`src/rtl/seletor_estado_botoes_pkg.sv`:
```
// ---------------------------------------------------------------------------
// pkg_tamagotchi
// Shared types and constants for the button-driven image selector.
//   sel_state_e        : selector FSM states (IDLE / PENDING)
//   BTN_NEXT/PREV/HOME : bit positions of the three navigation buttons
//   AUTO_REPEAT_DELAY  : hold time (cycles) before the first repeat pulse
//   AUTO_REPEAT_PERIOD : cycles between later repeat pulses
// The repeat constants are only used when SELETOR_AUTO_REPEAT_EN is
// defined. Defining SELETOR_REPEAT_SIM_SCALE shrinks them for simulation.
// ---------------------------------------------------------------------------
package pkg_tamagotchi;

  typedef enum logic {
    IDLE    = 1'b0,
    PENDING = 1'b1
  } sel_state_e;

  localparam int BTN_NEXT = 0;
  localparam int BTN_PREV = 1;
  localparam int BTN_HOME = 2;

`ifdef SELETOR_REPEAT_SIM_SCALE
  localparam int AUTO_REPEAT_DELAY  = 40;
  localparam int AUTO_REPEAT_PERIOD = 10;
`else
  localparam int AUTO_REPEAT_DELAY  = 12500000;
  localparam int AUTO_REPEAT_PERIOD = 2500000;
`endif

endpackage

```
`src/rtl/seletor_estado_botoes_if.sv`:
```
// ---------------------------------------------------------------------------
// seletor_estado_botoes_if
// Bundles the selector's button, display-handshake and status signals.
//   b_in       : raw buttons (bit0 next, bit1 prev, bit2 home)
//   frame_done : one-cycle end-of-transfer pulse from the display controller
//   estado     : committed image index
//   b_event    : one-cycle press pulse per debounced button
//   pending    : a state change is waiting for frame_done
// master = environment side (drives buttons/frame_done), slave = selector.
// ---------------------------------------------------------------------------
interface seletor_estado_botoes_if #(
  parameter int N_BUTTONS = 3,
  parameter int STATE_W   = 2
);

  logic [N_BUTTONS-1:0] b_in;
  logic                 frame_done;
  logic [STATE_W-1:0]   estado;
  logic [N_BUTTONS-1:0] b_event;
  logic                 pending;

  modport master (
    output b_in,
    output frame_done,
    input  estado,
    input  b_event,
    input  pending
  );

  modport slave (
    input  b_in,
    input  frame_done,
    output estado,
    output b_event,
    output pending
  );

endinterface

```
`src/rtl/seletor_estado_botoes_debouncer.sv`:
```
// ---------------------------------------------------------------------------
// debouncer_botao
// One button channel: 2-FF synchroniser, optional inversion, debouncer and
// press-edge detector producing a one-cycle event pulse.
//   clk     : system clock (rising edge)
//   rst     : synchronous active-high reset
//   b_raw   : raw asynchronous button input
//   b_event : one-cycle pulse after each accepted press
// With SELETOR_AUTO_REPEAT_EN defined and REPEAT_EN set, a held button also
// emits repeat pulses (timing from pkg_tamagotchi).
// ---------------------------------------------------------------------------
module debouncer_botao
  import pkg_tamagotchi::*;
#(
  parameter int DEBOUNCE_CYCLES = 250000,
  parameter bit BTN_ACTIVE_LOW  = 1'b0
`ifdef SELETOR_AUTO_REPEAT_EN
  ,
  parameter bit REPEAT_EN       = 1'b0
`endif
) (
  input  logic clk,
  input  logic rst,
  input  logic b_raw,
  output logic b_event
);

  localparam int CNT_W = (DEBOUNCE_CYCLES > 1) ? $clog2(DEBOUNCE_CYCLES) : 1;
  localparam logic [CNT_W-1:0] CNT_MAX = CNT_W'(DEBOUNCE_CYCLES - 1);
  // Synchroniser reset value is the idle level of the raw pin.
  localparam logic RAW_IDLE = BTN_ACTIVE_LOW;

  logic             sync1_q, sync1_d;
  logic             sync2_q, sync2_d;
  logic             stable_q, stable_d;
  logic [CNT_W-1:0] cnt_q, cnt_d;
  logic             event_q, event_d;
  logic             level;
  logic             press_edge;

`ifdef SELETOR_AUTO_REPEAT_EN
  logic [31:0] hold_q, hold_d;
  logic        repeating_q, repeating_d;
  logic [31:0] hold_limit;
`endif

  // The counter only runs while the synced level disagrees with the stable
  // level; any agreement (a bounce back) clears it, so only an unbroken run
  // of DEBOUNCE_CYCLES differing samples flips the stable level.
  always_comb begin
    sync1_d    = b_raw;
    sync2_d    = sync1_q;
    level      = sync2_q ^ BTN_ACTIVE_LOW;
    stable_d   = stable_q;
    cnt_d      = '0;
    if (level != stable_q) begin
      if (cnt_q == CNT_MAX) begin
        stable_d = level;
      end else begin
        cnt_d = cnt_q + CNT_W'(1);
      end
    end
    press_edge = stable_d & ~stable_q;
    event_d    = press_edge;
`ifdef SELETOR_AUTO_REPEAT_EN
    hold_d      = '0;
    repeating_d = 1'b0;
    hold_limit  = repeating_q ? 32'(AUTO_REPEAT_PERIOD - 1)
                              : 32'(AUTO_REPEAT_DELAY - 1);
    // First repeat waits the long delay, later ones the short period.
    if (REPEAT_EN && stable_q && stable_d) begin
      repeating_d = repeating_q;
      if (hold_q == hold_limit) begin
        event_d     = 1'b1;
        hold_d      = '0;
        repeating_d = 1'b1;
      end else begin
        hold_d = hold_q + 32'd1;
      end
    end
`endif
  end

  // State registers; reset returns everything to the released condition.
  always_ff @(posedge clk) begin
    if (rst) begin
      sync1_q  <= RAW_IDLE;
      sync2_q  <= RAW_IDLE;
      stable_q <= 1'b0;
      cnt_q    <= '0;
      event_q  <= 1'b0;
    end else begin
      sync1_q  <= sync1_d;
      sync2_q  <= sync2_d;
      stable_q <= stable_d;
      cnt_q    <= cnt_d;
      event_q  <= event_d;
    end
  end

`ifdef SELETOR_AUTO_REPEAT_EN
  always_ff @(posedge clk) begin
    if (rst) begin
      hold_q      <= '0;
      repeating_q <= 1'b0;
    end else begin
      hold_q      <= hold_d;
      repeating_q <= repeating_d;
    end
  end
`endif

  assign b_event = event_q;

endmodule

```
`src/rtl/seletor_estado_botoes.sv`:
```
// ---------------------------------------------------------------------------
// seletor_estado_botoes
// Button-driven image selector. Debounced next/prev/home presses compute a
// target image index; the target is committed to estado only when the
// display controller signals frame_done, so an image is never switched
// mid-transfer.
//   clk : system clock (rising edge)
//   rst : synchronous active-high reset, overrides all inputs
//   bus : seletor_estado_botoes_if.slave (b_in, frame_done -> estado,
//         b_event, pending)
// Optional feature macro: SELETOR_AUTO_REPEAT_EN (auto-repeat on next/prev).
// ---------------------------------------------------------------------------
module seletor_estado_botoes
  import pkg_tamagotchi::*;
#(
  parameter int N_BUTTONS       = 3,
  parameter int NUM_STATES      = 4,
  parameter int STATE_W         = 2,
  parameter int DEBOUNCE_CYCLES = 250000,
  parameter bit BTN_ACTIVE_LOW  = 1'b0
) (
  input logic                     clk,
  input logic                     rst,
  seletor_estado_botoes_if.slave  bus
);

  localparam logic [STATE_W-1:0] LAST_STATE = STATE_W'(NUM_STATES - 1);

  logic [N_BUTTONS-1:0] ev;
  sel_state_e           state_q, state_d;
  logic [STATE_W-1:0]   target_q, target_d;
  logic [STATE_W-1:0]   estado_q, estado_d;
  logic                 any_ev;

  // One synchroniser/debouncer/edge detector per button channel.
  for (genvar i = 0; i < N_BUTTONS; i++) begin : g_btn
    debouncer_botao #(
      .DEBOUNCE_CYCLES (DEBOUNCE_CYCLES),
      .BTN_ACTIVE_LOW  (BTN_ACTIVE_LOW)
`ifdef SELETOR_AUTO_REPEAT_EN
      ,
      .REPEAT_EN       ((i == BTN_NEXT) || (i == BTN_PREV))
`endif
    ) u_deb (
      .clk     (clk),
      .rst     (rst),
      .b_raw   (bus.b_in[i]),
      .b_event (ev[i])
    );
  end

  // Next target from a base index; home beats prev beats next when several
  // presses land in the same cycle. Indices always stay below NUM_STATES.
  function automatic logic [STATE_W-1:0] calc_target(
    input logic [STATE_W-1:0] base,
    input logic               go_next,
    input logic               go_prev,
    input logic               go_home
  );
    logic [STATE_W-1:0] res;
    res = base;
    if (go_home) begin
      res = '0;
    end else if (go_prev) begin
      if (base == '0) res = LAST_STATE;
      else            res = base - STATE_W'(1);
    end else if (go_next) begin
      if (base >= LAST_STATE) res = '0;
      else                    res = base + STATE_W'(1);
    end
    return res;
  endfunction

  assign any_ev = ev[BTN_NEXT] | ev[BTN_PREV] | ev[BTN_HOME];

  // Next-state logic. In PENDING the accumulated target is the base for new
  // presses; when frame_done coincides with a press the committed value
  // equals that same target, so one expression serves both cases.
  always_comb begin
    state_d  = state_q;
    target_d = target_q;
    estado_d = estado_q;
    case (state_q)
      IDLE: begin
        if (any_ev) begin
          target_d = calc_target(estado_q, ev[BTN_NEXT], ev[BTN_PREV], ev[BTN_HOME]);
          state_d  = PENDING;
        end
      end
      PENDING: begin
        if (any_ev) begin
          target_d = calc_target(target_q, ev[BTN_NEXT], ev[BTN_PREV], ev[BTN_HOME]);
        end
        if (bus.frame_done) begin
          estado_d = target_q;
          if (!any_ev) state_d = IDLE;
        end
      end
      default: begin
        state_d = IDLE;
      end
    endcase
  end

  // FSM and index registers.
  always_ff @(posedge clk) begin
    if (rst) begin
      state_q  <= IDLE;
      target_q <= '0;
      estado_q <= '0;
    end else begin
      state_q  <= state_d;
      target_q <= target_d;
      estado_q <= estado_d;
    end
  end

  assign bus.estado  = estado_q;
  assign bus.b_event = ev;
  assign bus.pending = (state_q == PENDING);

endmodule
```
`src/flat_wrapper.sv`:
```
// flat-port wrapper written by rule: the top's interface ports become plain ports
module seletor_estado_botoes_flat import pkg_tamagotchi::*;
#(
  parameter int N_BUTTONS       = 3,
  parameter int NUM_STATES      = 4,
  parameter int STATE_W         = 2,
  parameter int DEBOUNCE_CYCLES = 250000,
  parameter bit BTN_ACTIVE_LOW  = 1'b0
)
  (clk, rst, bus_b_in, bus_frame_done, bus_estado, bus_b_event, bus_pending);
  seletor_estado_botoes_if #(.N_BUTTONS(N_BUTTONS), .STATE_W(STATE_W)) bus_i ();
  input logic clk;
  input logic rst;
  input wire logic [$bits(bus_i.b_in)-1:0] bus_b_in;
  input wire logic [$bits(bus_i.frame_done)-1:0] bus_frame_done;
  output wire logic [$bits(bus_i.estado)-1:0] bus_estado;
  output wire logic [$bits(bus_i.b_event)-1:0] bus_b_event;
  output wire logic [$bits(bus_i.pending)-1:0] bus_pending;
  assign bus_i.b_in = bus_b_in;
  assign bus_i.frame_done = bus_frame_done;
  assign bus_estado = bus_i.estado;
  assign bus_b_event = bus_i.b_event;
  assign bus_pending = bus_i.pending;
  seletor_estado_botoes #(.N_BUTTONS(N_BUTTONS), .NUM_STATES(NUM_STATES), .STATE_W(STATE_W), .DEBOUNCE_CYCLES(DEBOUNCE_CYCLES), .BTN_ACTIVE_LOW(BTN_ACTIVE_LOW)) u_core (.clk(clk), .rst(rst), .bus(bus_i));
endmodule
```
`config.mk`:
```
export PLATFORM = sky130hd
export DESIGN_NAME = seletor_estado_botoes_flat
export DESIGN_NICKNAME = d
export VERILOG_FILES = /design/src/rtl/seletor_estado_botoes_pkg.sv /design/src/rtl/seletor_estado_botoes_if.sv /design/src/rtl/seletor_estado_botoes_debouncer.sv /design/src/rtl/seletor_estado_botoes.sv /design/src/flat_wrapper.sv
export SDC_FILE = /design/constraint.sdc
export NUM_CORES = 1
export LEC_CHECK = 0
export BUFFER_PORTS_ARGS = -buffer_cell sky130_fd_sc_hd__buf_4
export CORE_MARGIN = 2
export CORE_UTILIZATION = 61
export DETAILED_ROUTE_END_ITERATION = 12
export GPL_ROUTABILITY_DRIVEN = 0
export PLACE_DENSITY = 0.76
export SYNTH_ARGS = -nofsm -noshare
export SYNTH_HDL_FRONTEND = slang
export SYNTH_SLANG_ARGS = --single-unit
```
`constraint.sdc`:
```
create_clock -name clk -period 4.54 [get_ports clk]
set_input_delay 0 -clock clk [delete_from_list [all_inputs] [get_ports clk]]
set_output_delay 0 -clock clk [all_outputs]
set_load 0.05 [all_outputs]
```
* Word-level counts from Yosys, hierarchy flattened
Cells that the tools add are included.
Storage, ports and cells: register bits after elaboration 71, input port bits 6, logic and storage cells 77
Operators by class: $add $sub $neg 7, magnitude comparators 2, eq/ne operators 9, mux-type cells 22, bitwise gates (word level) 12, reduce and logical (&&, ||, !) cells 7
Operators with widths (count):
- adder 18 x 1 -> 18 bit (second input constant) | 3
- equality test 18 bit (second input constant) | 3
- two-way mux 2 bit | 12
- OR reduction 3 bit | 3
- two-way mux 1 bit | 8
- inverter 1 bit | 7
- adder 2 x 1 -> 2 bit (second input constant) | 2
- greater-or-equal comparator 2 bit (second input constant) | 2
- logical NOT 2 bit | 2
- inequality test 4 bit (second input constant) | 1
- case mux 2 bit (2 select lines) | 1
- subtractor 2 x 1 -> 2 bit (second input constant) | 2
- AND 1 bit | 3
- inequality test 1 bit | 3
- AND reduction 3 bit | 1
- inequality test 2 x 1 -> 1 bit (second input constant) | 1
- inequality test 2 bit (second input constant) | 1
- bitwise OR 1 bit | 2
- case mux 1 bit (2 select lines) | 1
- AND reduction 2 bit | 1

* Depth between registers and ports, before layout
Gate-level depths: netlist of the first run.
word-level depth 7, mapped depth 6, gate-level depth less buffers 6

* Modules after synthesis
From an unflattened synthesis of the first run, not the netlist that was laid out.
Unflattened totals: cell total of the unflattened synthesis 357, area total of the unflattened synthesis 3225.6 µm²
Modules (own cells, without submodules):
- debouncer_botao | instances 3, cells each 106, area each 965.9 µm²
- seletor_estado_botoes | instances 1, cells each 39, area each 327.8 µm²

* Worst setup path after synthesis of the first run
No wires, ideal clock.
kind flip-flop to flip-flop, start register u_core.g_btn[1].u_deb.cnt_q[0], end register u_core.g_btn[1].u_deb.cnt_q[13], setup time 117 ps, arrival 1609 ps, required time 4423 ps, path slack 2814 ps, cell stages (with the launch flop) 6, path buffers 1, path through dfxtp_1 > ha_1 > nand3_1 > o41ai_4 > buf_2 > nor2_1
On the way: cells in the longest elaborated chain, start to end 2
RTL lines:
- start, declared | RTL line seletor_estado_botoes_debouncer.sv:36 | logic [CNT_W-1:0] cnt_q, cnt_d;
- start signal, assigned | RTL line seletor_estado_botoes_debouncer.sv:96 | cnt_q <= cnt_d;
- parallel branches: the longest is 2 deep, another holds adder 18 x 1 -> 18 bit
Parallel ways; which one is timed is not known. A chain may end at the register's enable or synchronous reset.

* Final worst setup path of the first run
start register u_core.g_btn[2].u_deb.cnt_q[0], end register u_core.g_btn[2].u_deb.cnt_q[3]
On the way: cells in the longest elaborated chain, start to end 2
RTL lines (RTL line):
- start, declared | seletor_estado_botoes_debouncer.sv:36
- start signal, assigned | seletor_estado_botoes_debouncer.sv:96
- parallel branches: the longest is 2 deep, another holds adder 18 x 1 -> 18 bit
Parallel ways; which one is timed is not known.

==> summary.md, run 1 <==
| Metric | Value |
|---|---|
| Post-Syn Instances | roughly 360 |
| Max_slew headroom | between 20% and 30% |
| Power Dens Cells | about 330 nW/um^2 |
| Fin crit share | 49.7% |
| Setup-failing EPs final | 0 |
| Die W | 76.3 microns |
| GRT overflow | 0 |
| DRC viols | 0 |
| R2r startpoint | u_core.g_btn[2].u_deb.cnt_q[0] |
| I/O pin count | 12 |
| Crit. Startpoint | u_core.g_btn[2].u_deb.cnt_q[0] |
| Register area | between 1000 and 1500 sq um |
| Worst Setup Start Kind | flop |
| Synth cell types | 40 |
| Post-synth ARST share | 0% |
| CTS tree | done |
| Mapped Nets | roughly 370 |
| Clock insertion delay at the later pin of the skew report | ~0.34 ns |
| TritonCTS buffer count | 9 |
| Status | complete, no violations |
| DIE HEIGHT | roughly 76 microns |
| Max VDD drop | about 290 uV |
| CP Data Arrival Time | ~2.4 ns |
| Number of synthesized flops with an enable pin | 0 |
| Filler Cell Count | about 420 |
| Core area | ~5100 sq um |
| Gr usage total | about a fifth |
| P&R area growth vs syn | 12.6% |
| Clk sinks | 71 |
| Layout cells sized above 1 | 8.59% |
| Post-CTS Resized | 0 |
| Final Max Tran Viols | 0 |
| Core Util, Final | between 70% and 80% |
| Vias in the first global route | ~2400 |
| Clk_skew | 0.00628 ns |
| Total number of vias | approximately 2500 |
| WL final | ~5800 microns |
| Length of the first detailed-routing pass in iterations | 4 |
| Largest net degree at the start of global routing | 24 |
| Final hold vios | 0 |
| Cell area after synthesis | about 3200 sq um |
| Commonest cells post-synth | dfxtp_1 (71), nor2_1 (64), xnor2_1 (41), nand3_1 (20), nor3_1 (19) |
| NumNets Final | around 390 |
| Slew @ Worst Pin | between 1 and 1.5 ns |
| WL/cell | 12.7 microns |
| First-pass GRT wire length | between 10000 and 15000 microns |
| Die area | ~5800 sq um |
| Post-synthesis sequential area ratio | about 45% |
| Critical Path RT | 4.72 ns |
| Setup TNS | 0 ns |
| Initial drt markers | 88 |
| Starting Density | roughly 63% |
| Inserted Diodes | 0 |
| Post-synth top area share | 44.6% |
| Max-Cap Viols | 0 |
| Final min period | 2.26 ns |
| Vias/cell | between 5 and 6 |
| Yosys top cell by area | dfxtp_1 |
| Synth Register Bits | 71 |
| CTS Buffer Depth | 2 |
| Unrepaired setup endpoints after global routing | false |
| Main synth FF type | dfxtp_1 |
| Top-count cell post-synth | dfxtp_1 |
| Critical path class | flop to flop |
| Max Freq | ~440 MHz |
| CP Max Fanout | 16 |
| Hold Path Class | flop to flop |
| Worst-path clk slew | 0.07 ns |
| CP Capture Type | flop |
| H-tree depth | 3 |
| ANT nets after route | 0 |
| Leakage | between 0.001 and 0.0015 uW |
| Footprint of the multi-input gates | 1650 sq um |
| Row count | 26 |
| Initial antenna violation count | 0 |
| Detailed-placement wirelength estimate | ~3900 microns |
| Area contributors post-synth | dfxtp_1 (45%), xnor2_1 (11%), nor2_1 (7.5%) |
| Post-Syn Area per Cell | 8.82 sq um |
| Root Buffer | clkbuf_8 |
| Total Power | between 1000 and 1500 uW |
| Port bufs | 11 |
| Yosys warnings | 0 |
| HP Start | u_core.g_btn[0].u_deb.sync1_q |
==> repair_timing <==
action	in CTS	in global routing
setup endpoints to repair	0	0
setup buffers	0	0
hold buffers	8	0
endpoints found under the hold margin	10	0
==> cell families (layout without fill, tap and decap cells) <==
kind of cell               after synthesis  after routing  share of synthesized area (%)
DFF                                     71             71                           44.6
and+or+nand+nor                        183            183                           30.2
adders and majority gates                7              7                           2.75
xor gates and xnor gates                45             45                           12.4
AOI/OAI and AO/OA                       24             24                           5.15
buffers and inverters                   27             50                           3.69
muxes                                    4              4                           1.26
==> through the flow <==
step / setup WS [ns] / hold slack, ns / cell area (sq um) / instances
floorplan: 2.81 / 0.128 / 3190 / 361
finish: 2.28 / 0.458 / 3590 / 454
global placement: 2.42 / 0.211 / 3300 / 431
CTS: 2.28 / 0.448 / 3590 / 454
global route: 2.03 / 0.473 / 3590 / 454
detailed placement: 2.33 / 0.218 / 3300 / 431
==> flip-flops by register name (all words and copies together), names as in the netlist <==
register,count
u_core.g_btn.u_deb.cnt_q,54
u_core.g_btn.u_deb.level,3
u_core.g_btn.u_deb.b_event,3
u_core.g_btn.u_deb.stable_q,3
u_core.bus.pending,1
u_core.target_q,2
u_core.g_btn.u_deb.sync1_q,3
u_core.bus.estado,2
==> path summary, 6_finish.rpt <==
kind	end	slack (ns)	depth (start not counted)
setup reg to reg	u_core.g_btn[2].u_deb.cnt_q[3]	2.28	5
hold reg to reg	u_core.g_btn[0].u_deb.level	0.46	1
setup / recovery	u_core.g_btn[2].u_deb.cnt_q[3]	2.28	5
hold / removal	u_core.g_btn[0].u_deb.level	0.46	1
==> per-layer routing <==
| layer | track usage (%) | routed length [microns] | vias to the layer above |
|---|---|---|---|
| met4 | 9.45 | 40 | 0 |
| li1 | - | - | 1288 |
| met1 | 25.3 | 2740 | 1193 |
| met3 | 3.67 | 153 | 4 |
| met2 | 37.4 | 2850 | 32 |
| met5 | 0 | 0 | - |
==> cells in the final DEF, fill, tap and decap left out, types with 8 or more instances in the layout <==
master and n:
nand3_1 20, inv_1 16, nand4_1 11, xnor2_1 41, nand2_1 15, buf_4 11
nor2b_1 8, nor3_1 19, nor4_1 16, nor2_1 64, dlygate4sd3_1 8, a21oi_1 9
dfxtp_1 71, clkbuf_8 9
==> final cells by class <==
type	count	share of cell area, %
multi-input combinational	263	45.9
sequential	71	39.6
timing repair buffer	19	4.53
clock buffer	9	3.45
tap	70	2.44
clock inverter	6	2.41
inverter	16	1.67
==> worst max-delay path: stages, from the launching register on <==
cell     delay (ns)
dfxtp_1        0.38
ha_1           0.22
and3_1         0.23
nand4_1        0.22
o21ai_1        0.94
nor2_1         0.12
==> power by group <==
part	total [uW]	switching, uW	internal (uW)	leakage, uW
logic	20.6	9.90	10.7	0.000405
registers	628	2.02	626	0.000573
clock network	535	230	305	0.000105
total	1180	242	941	0.00108
Note: power is estimated with default switching activity, not from simulation.
==> run 2, diff against run 1 <==
--- a/config.mk
+++ b/config.mk
@@ -5,6 +5,7 @@
 export SDC_FILE = /design/constraint.sdc
 export NUM_CORES = 1
 export LEC_CHECK = 0
+export ABC_AREA = 1
 export BUFFER_PORTS_ARGS = -buffer_cell sky130_fd_sc_hd__buf_4
 export CORE_MARGIN = 2
 export CORE_UTILIZATION = 61
==> constraint.sdc (replaced) <==
create_clock -name clk -period 2.35 [get_ports clk]
set_input_delay 0 -clock clk [delete_from_list [all_inputs] [get_ports clk]]
set_output_delay 0 -clock clk [all_outputs]
set_load 0.05 [all_outputs]
==> run 2 against run 1 <==
Non-clock buffer count unchanged. Critical path depth increased by 3. Flip-flop and latch count unchanged. Sequential share of layout area is 3.7 points lower. Via count up 25%. Routed wire length is 15% higher. Worst setup slack got worse by 1.7 ns. Clock power increased by 87%. Largest cell class unchanged.
==> summary.md, run 2 <==
| Metric | Value |
|---|---|
| Status | complete, no violations |
| Yosys warnings | 0 |
| CTS Buffer Depth | 2 |
| Int Pwr | approximately 1800 uW |
| H-tree depth | 3 |
| Fin crit share | 73.7% |
| CTS tree | done |
| Max-Cap Viols | 0 |
| Sw power | 509 uW |
| Die W | ~81 microns |
| Max Freq | 577 MHz |
| Clock insertion delay at the later pin of the skew report | 0.35 ns |
| I/O pin count | 12 |
| DP Worst Slack | 0.592 ns |
| Detailed-placement wirelength estimate | between 4000 and 5000 microns |
| Sw Ratio | 22.5% |
| Largest Register | u_core.g_btn.u_deb.cnt_q |
| Max FFs per register | 54 |
| Final std cells w/o fill | 624 |
| NumNets Final | between 500 and 600 |
| Commonest non-fill, non-tap cell in the layout | nand2_1 |
| Starting Density | about 64% |
| Commonest cells post-synth | nand2_1 (124), nor2_1 (100), dfxtp_1 (71), inv_1 (68), a21oi_1 (34) |
| Root Buffer | clkbuf_8 |
| Filler Cell Count | slightly below 500 |
| Worst-path clk slew | about 0.08 ns |
| Final min period | 1.73 ns |
| GRT overflow | 0 |
| Post-Syn Instances | 526 |
| Commonest non-fill, non-tap cells in the layout | nand2_1 (124), nor2_1 (100), dfxtp_1 (71) |
| Initial antenna violation count | 0 |
| Post-Syn Area per Cell | 6.82 sq um |
| Post-CTS setup buffers | 0 |
| Placed cell count | 600 |
| Largest net degree at the start of global routing | 19 |
| First-pass GRT wire length | approximately 12000 microns |
| Post-CTS Resized | 0 |
| Clk network pwr share | around 44% |
| ANT nets after route | 0 |
| Leakage | about 0.0013 uW |
| Clk_skew | roughly 0.012 ns |
| Vias/cell | about 5 |
| Total number of vias | between 3000 and 4000 |
| Port bufs | 11 |
| Clk sinks | 71 |
| Hold Path Class | flop to flop |
| Max_slew headroom | 57.6% |
| CP Max Fanout | 17 |
| DRC viols | 0 |
| Row count | 27 |
| Post-synth ARST share | 0% |
| Final hold vios | 0 |
| Final Max Tran Viols | 0 |
| Max VDD drop | between 400 and 500 uV |
| Setup TNS | 0 ns |
| Number of synthesized flops with an enable pin | 0 |
| Unrepaired setup endpoints after global routing | false |
| Power Dens Cells | about 570 nW/um^2 |
| Critical Path RT | 2.58 ns |
| Inserted Diodes | 0 |
| Worst Setup Start Kind | flop |
| Critical path class | flop to flop |
| TritonCTS buffer count | 9 |
| Area contributors post-synth | dfxtp_1 (40%), nand2_1 (13%), nor2_1 (10%) |
| Yosys top cell by area | dfxtp_1 |
| PnR worst setup slack | approximately 0.6 ns |
| Post-synth top area share | 39.6% |
| Initial drt markers | 132 |
| Post-synthesis sequential area ratio | around two fifths |
| P&R area growth vs syn | 10.3% |
| WL/cell | ~11 microns |
| Top-count cell post-synth | nand2_1 |
| Hold buffers post-CTS | 8 |
| Length of the first detailed-routing pass in iterations | 4 |
| Layout cells sized above 1 | under 10% |
| Core area | 5610 sq um |
| Sequential share of power | around 54% |
| Synth Register Bits | a little over 70 |
| Synth cell types | 28 |
| Vias in the first global route | ~2900 |
| CP Data Arrival Time | between 1.5 and 2 ns |
| Mapped Nets | 539 |
| Slew @ Worst Pin | roughly 0.63 ns |
| Cell area after synthesis | approximately 3600 sq um |
| Die area | 6510 sq um |
| Gr usage total | between 20% and 30% |
| Setup-failing EPs final | 0 |
| DIE HEIGHT | 80.7 microns |
| Combinational power share | 1.9% |
| WL final | approximately 6600 microns |
| Min Hold Slack | between 0.4 and 0.5 ns |
| Main synth FF type | dfxtp_1 |
| CP Capture Type | flop |
run 2: changes by cell type after synthesis, sizes merged, moves of 8 or more:
cell   delta
nand2   +110
inv      +53
nor2     +46
xnor2    -33
a21oi    +28
nor4     -17
o21ai    +12
nand3    +11
nor3     -11
nor2b     -8
run 2: path summary, 6_finish.rpt:
kind	startpoint	to	slack, ns	cells after the start
worst min-delay path	u_core.g_btn[1].u_deb.sync1_q	u_core.g_btn[1].u_deb.level	0.42	2
worst min register to register	u_core.g_btn[1].u_deb.sync1_q	u_core.g_btn[1].u_deb.level	0.42	2
worst max register to register	u_core.g_btn[2].u_deb.cnt_q[0]	u_core.g_btn[2].u_deb.cnt_q[7]	0.62	8
worst max-delay path	u_core.g_btn[2].u_deb.cnt_q[0]	u_core.g_btn[2].u_deb.cnt_q[7]	0.62	8
run 2: kinds of logic (layout without fill, tap and decap cells):
group / Yosys count / count (layout) / synth area share, %
buffers and inverters: 78 / 104 / 9.76
flip-flops: 71 / 71 / 39.6
AO/OA/AOI/OAI: 59 / 59 / 9.38
AND/OR/NAND/NOR: 294 / 294 / 34.7
adder cells (fa/ha/maj): 7 / 7 / 2.44
XOR/XNOR: 17 / 17 / 4.15
run 2: power by group through the flow:
stage / clock network, uW / registers [uW] / logic, uW
floorplan: 0 / 1240 / 27.9
global placement: 0 / 1240 / 32.1
detailed placement: 0 / 1240 / 32.8
CTS: 1020 / 1210 / 43.4
global route: 1070 / 1210 / 48.6
finish: 1000 / 1210 / 43.5
run 2: final cells by class:
class                           instances  area [sq um]  area share [%]
Inverter                               69           259            6.55
Sequential cell                        71          1420            35.9
Clock buffer                           10           138            3.48
Clock inverter                          6          68.8            1.74
Tap cell                               72          90.1            2.28
Timing Repair Buffer                   19           163            4.11
Multi-Input combinational cell        377          1820            45.9
run 2: layer usage:
metal	track usage, %	up-vias	part of all wire [%]
met4	9.15	0	1.2
met3	5.39	7	3.4
met1	28.2	1404	48
li1	-	1687	-
met2	38.7	51	47
met5	0	-	0
run 2: through the flow:
step | total power, uW | util [%] | area [sq um]
floorplan | 1270 | - | 3590
global placement | 1270 | 65.4 | 3670
detailed placement | 1270 | 65.4 | 3670
CTS | 2270 | 70.5 | 3960
global route | 2330 | 70.5 | 3960
finish | 2260 | 70.5 | 3960
run 2: worst max-delay path: stages, from the launching register on:
cell	delay, ns
dfxtp_1	0.44
ha_1	0.23
nand2_1	0.08
nor2_1	0.20
nand2_1	0.10
nor2_1	0.11
nand2_1	0.09
nand2_2	0.28
nor2_1	0.08
==> run 3, diff against run 2 <==
--- a/config.mk
+++ b/config.mk
@@ -8,10 +8,10 @@
 export ABC_AREA = 1
 export BUFFER_PORTS_ARGS = -buffer_cell sky130_fd_sc_hd__buf_4
 export CORE_MARGIN = 2
-export CORE_UTILIZATION = 61
+export CORE_UTILIZATION = 56
 export DETAILED_ROUTE_END_ITERATION = 12
 export GPL_ROUTABILITY_DRIVEN = 0
-export PLACE_DENSITY = 0.76
+export PLACE_DENSITY = 0.73
 export SYNTH_ARGS = -nofsm -noshare
 export SYNTH_HDL_FRONTEND = slang
 export SYNTH_SLANG_ARGS = --single-unit
==> constraint.sdc (replaced) <==
create_clock -name clk -period 1.52 [get_ports clk]
set_input_delay 0 -clock clk [delete_from_list [all_inputs] [get_ports clk]]
set_output_delay 0 -clock clk [all_outputs]
set_load 0.05 [all_outputs]
==> run 3 against run 2 <==
Register-to-register slack worse by 0.49 ns. Utilization is 5.0 points lower. Maximum frequency grew 24%. Critical path depth down 1. Global-route usage shrank 2.2 points. Combinational power grew 86%. Design area increased by 4.0%. Sequential power grew 55%. Worst hold slack lost 0.017 ns. Sequential share of layout area fell by 1.3 points. Critical path type unchanged. Critical endpoint is now u_core.g_btn[2].u_deb.cnt_q[10].
==> summary.md, run 3 (synthesized netlist as in run 2, its figures left out) <==
| Metric | Value |
|---|---|
| Final Max Tran Viols | 0 |
| Detailed-placement wirelength estimate | a little under 5000 microns |
| Post-CTS setup buffers | 0 |
| GRT overflow | 0 |
| CTS Buffer Depth | 2 |
| WL final | between 6000 and 7000 microns |
| DP Area | between 3000 and 4000 sq um |
| Largest net degree at the start of global routing | 19 |
| Max_slew headroom | 71.5% |
| Core Util, Final | between 60% and 70% |
| Clk_skew | about 0.0090 ns |
| Length of the first detailed-routing pass in iterations | 6 |
| HP Start | u_core.g_btn[2].u_deb.sync1_q |
| Commonest non-fill, non-tap cell in the layout | nand2_1 |
| ANT nets after route | 0 |
| Max Freq | 718 MHz |
| First-pass GRT wire length | 12100 microns |
| Die area | roughly 7000 sq um |
| Setup TNS | 0 ns |
| Placed cell count | 615 |
| Largest Register | u_core.g_btn.u_deb.cnt_q |
| DIE HEIGHT | roughly 84 microns |
| R2r startpoint | u_core.g_btn[2].u_deb.cnt_q[0] |
| Final hold vios | 0 |
| DRC viols | 0 |
| Critical path class | flop to flop |
| Gr usage total | between 20% and 30% |
| Vias/cell | roughly 5.0 |
| CP Max Fanout | 3 |
| Power Dens Cells | roughly 830 nW/um^2 |
| Commonest non-fill, non-tap cells in the layout | nand2_1 (121), nor2_1 (93), dfxtp_1 (69) |
| Max FFs per register | 54 |
| Clock insertion delay at the later pin of the skew report | 0.34 ns |
| Max-Cap Viols | 0 |
| H-tree depth | 3 |
| Fin crit share | between 90% and 100% |
| Port bufs | 11 |
| Setup-failing EPs final | 0 |
| Initial drt markers | around 110 |
| Max VDD drop | about 500 uV |
| Hold Path Class | flop to flop |
| Crit. Startpoint | u_core.g_btn[2].u_deb.cnt_q[0] |
| WL/cell | 10.8 microns |
| Layout cells sized above 1 | roughly 14% |
| CTS tree | done |
| Critical Path RT | 1.80 ns |
| CP Data Arrival Time | about 1.7 ns |
| Starting Density | 57.2% |
| Slew @ Worst Pin | between 0.4 and 0.5 ns |
| Core area | 6280 sq um |
| Unrepaired setup endpoints after global routing | false |
| Inserted Diodes | 0 |
| NumNets Final | between 500 and 600 |
| Worst Setup Start Kind | flop |
| Leakage | about 0.0014 uW |
| P&R area growth vs syn | 14.6% |
| Filler Cell Count | around 550 |
| Clk sinks | 71 |
| I/O pin count | 12 |
| Root Buffer | clkbuf_8 |
| Initial antenna violation count | 0 |
| Worst-path clk slew | ~0.080 ns |
| Design Area, Final | 4110 sq um |
| TritonCTS buffer count | 9 |
| CP Capture Type | flop |
| Total number of vias | between 3000 and 4000 |
| Row count | 29 |
| Final std cells w/o fill | 640 |
| Final min period | approximately 1.4 ns |
| Die W | ~84 microns |
| Status | complete, no violations |
| Vias in the first global route | a little under 3000 |
-- run 3: metrics by stage --
step	setup WS (ns)	power, uW	hold WS [ns]
after floorplan	0.0448	1960	0.107
after global placement	0.0609	1980	0.199
after detailed placement	0.0107	1980	0.210
final	0.127	3410	0.405
after global routing	0.0000291	3540	0.432
after CTS	0.0476	3450	0.403
-- run 3: final cells by class --
class / instances / area [sq um] / share of cell area (%)
multi-input cells: 379 / 1900 / 46.1
inverters: 69 / 259 / 6.30
clock inverters: 5 / 58.8 / 1.43
flip-flops and latches: 71 / 1420 / 34.6
repair buffers: 29 / 250 / 6.08
clock buffers: 10 / 128 / 3.10
well taps: 77 / 96.3 / 2.34
-- run 3: power breakdown --
| part | leakage, uW | switching [uW] | total [uW] | internal, uW |
|---|---|---|---|---|
| registers | 0.000574 | 6.46 | 1870 | 1870 |
| logic | 0.000717 | 40.6 | 80.8 | 40.2 |
| clock network | 0.0000888 | 704 | 1460 | 752 |
-- run 3: repair_timing --
action / CTS / global route
endpoints found under the setup margin: 1 / 56
pin swaps: 0 / 2
cloned: 0 / 2
hold buffers: 8 / 0
hold endpoints to repair: 11 / 0
resized for setup: 1 / 20
-- run 3: layer usage --
layer / vias to the layer above / GRT usage (%) / share of wire [%]
li1: 1714 / - / -
met1: 1416 / 25.7 / 46
met2: 70 / 34.8 / 47
met3: 8 / 5.04 / 5.0
met4: 0 / 7.33 / 1.3
met5: - / 0 / 0
-- run 3: worst paths after layout --
path,endpoint,slack [ns],cells after the start
hold reg to reg,u_core.g_btn[2].u_deb.level,0.40,2
setup reg to reg,u_core.g_btn[2].u_deb.cnt_q[10],0.13,7
hold / removal,u_core.g_btn[2].u_deb.level,0.40,2
setup / recovery,u_core.g_btn[2].u_deb.cnt_q[10],0.13,7
-- run 3: critical path, stage by stage (launching register included) --
cell     delay (ns)
dfxtp_1        0.34
ha_1           0.19
nand2_1        0.09
nor2_2         0.11
buf_4          0.13
nand3_1        0.08
or2_2          0.29
a21oi_1        0.11
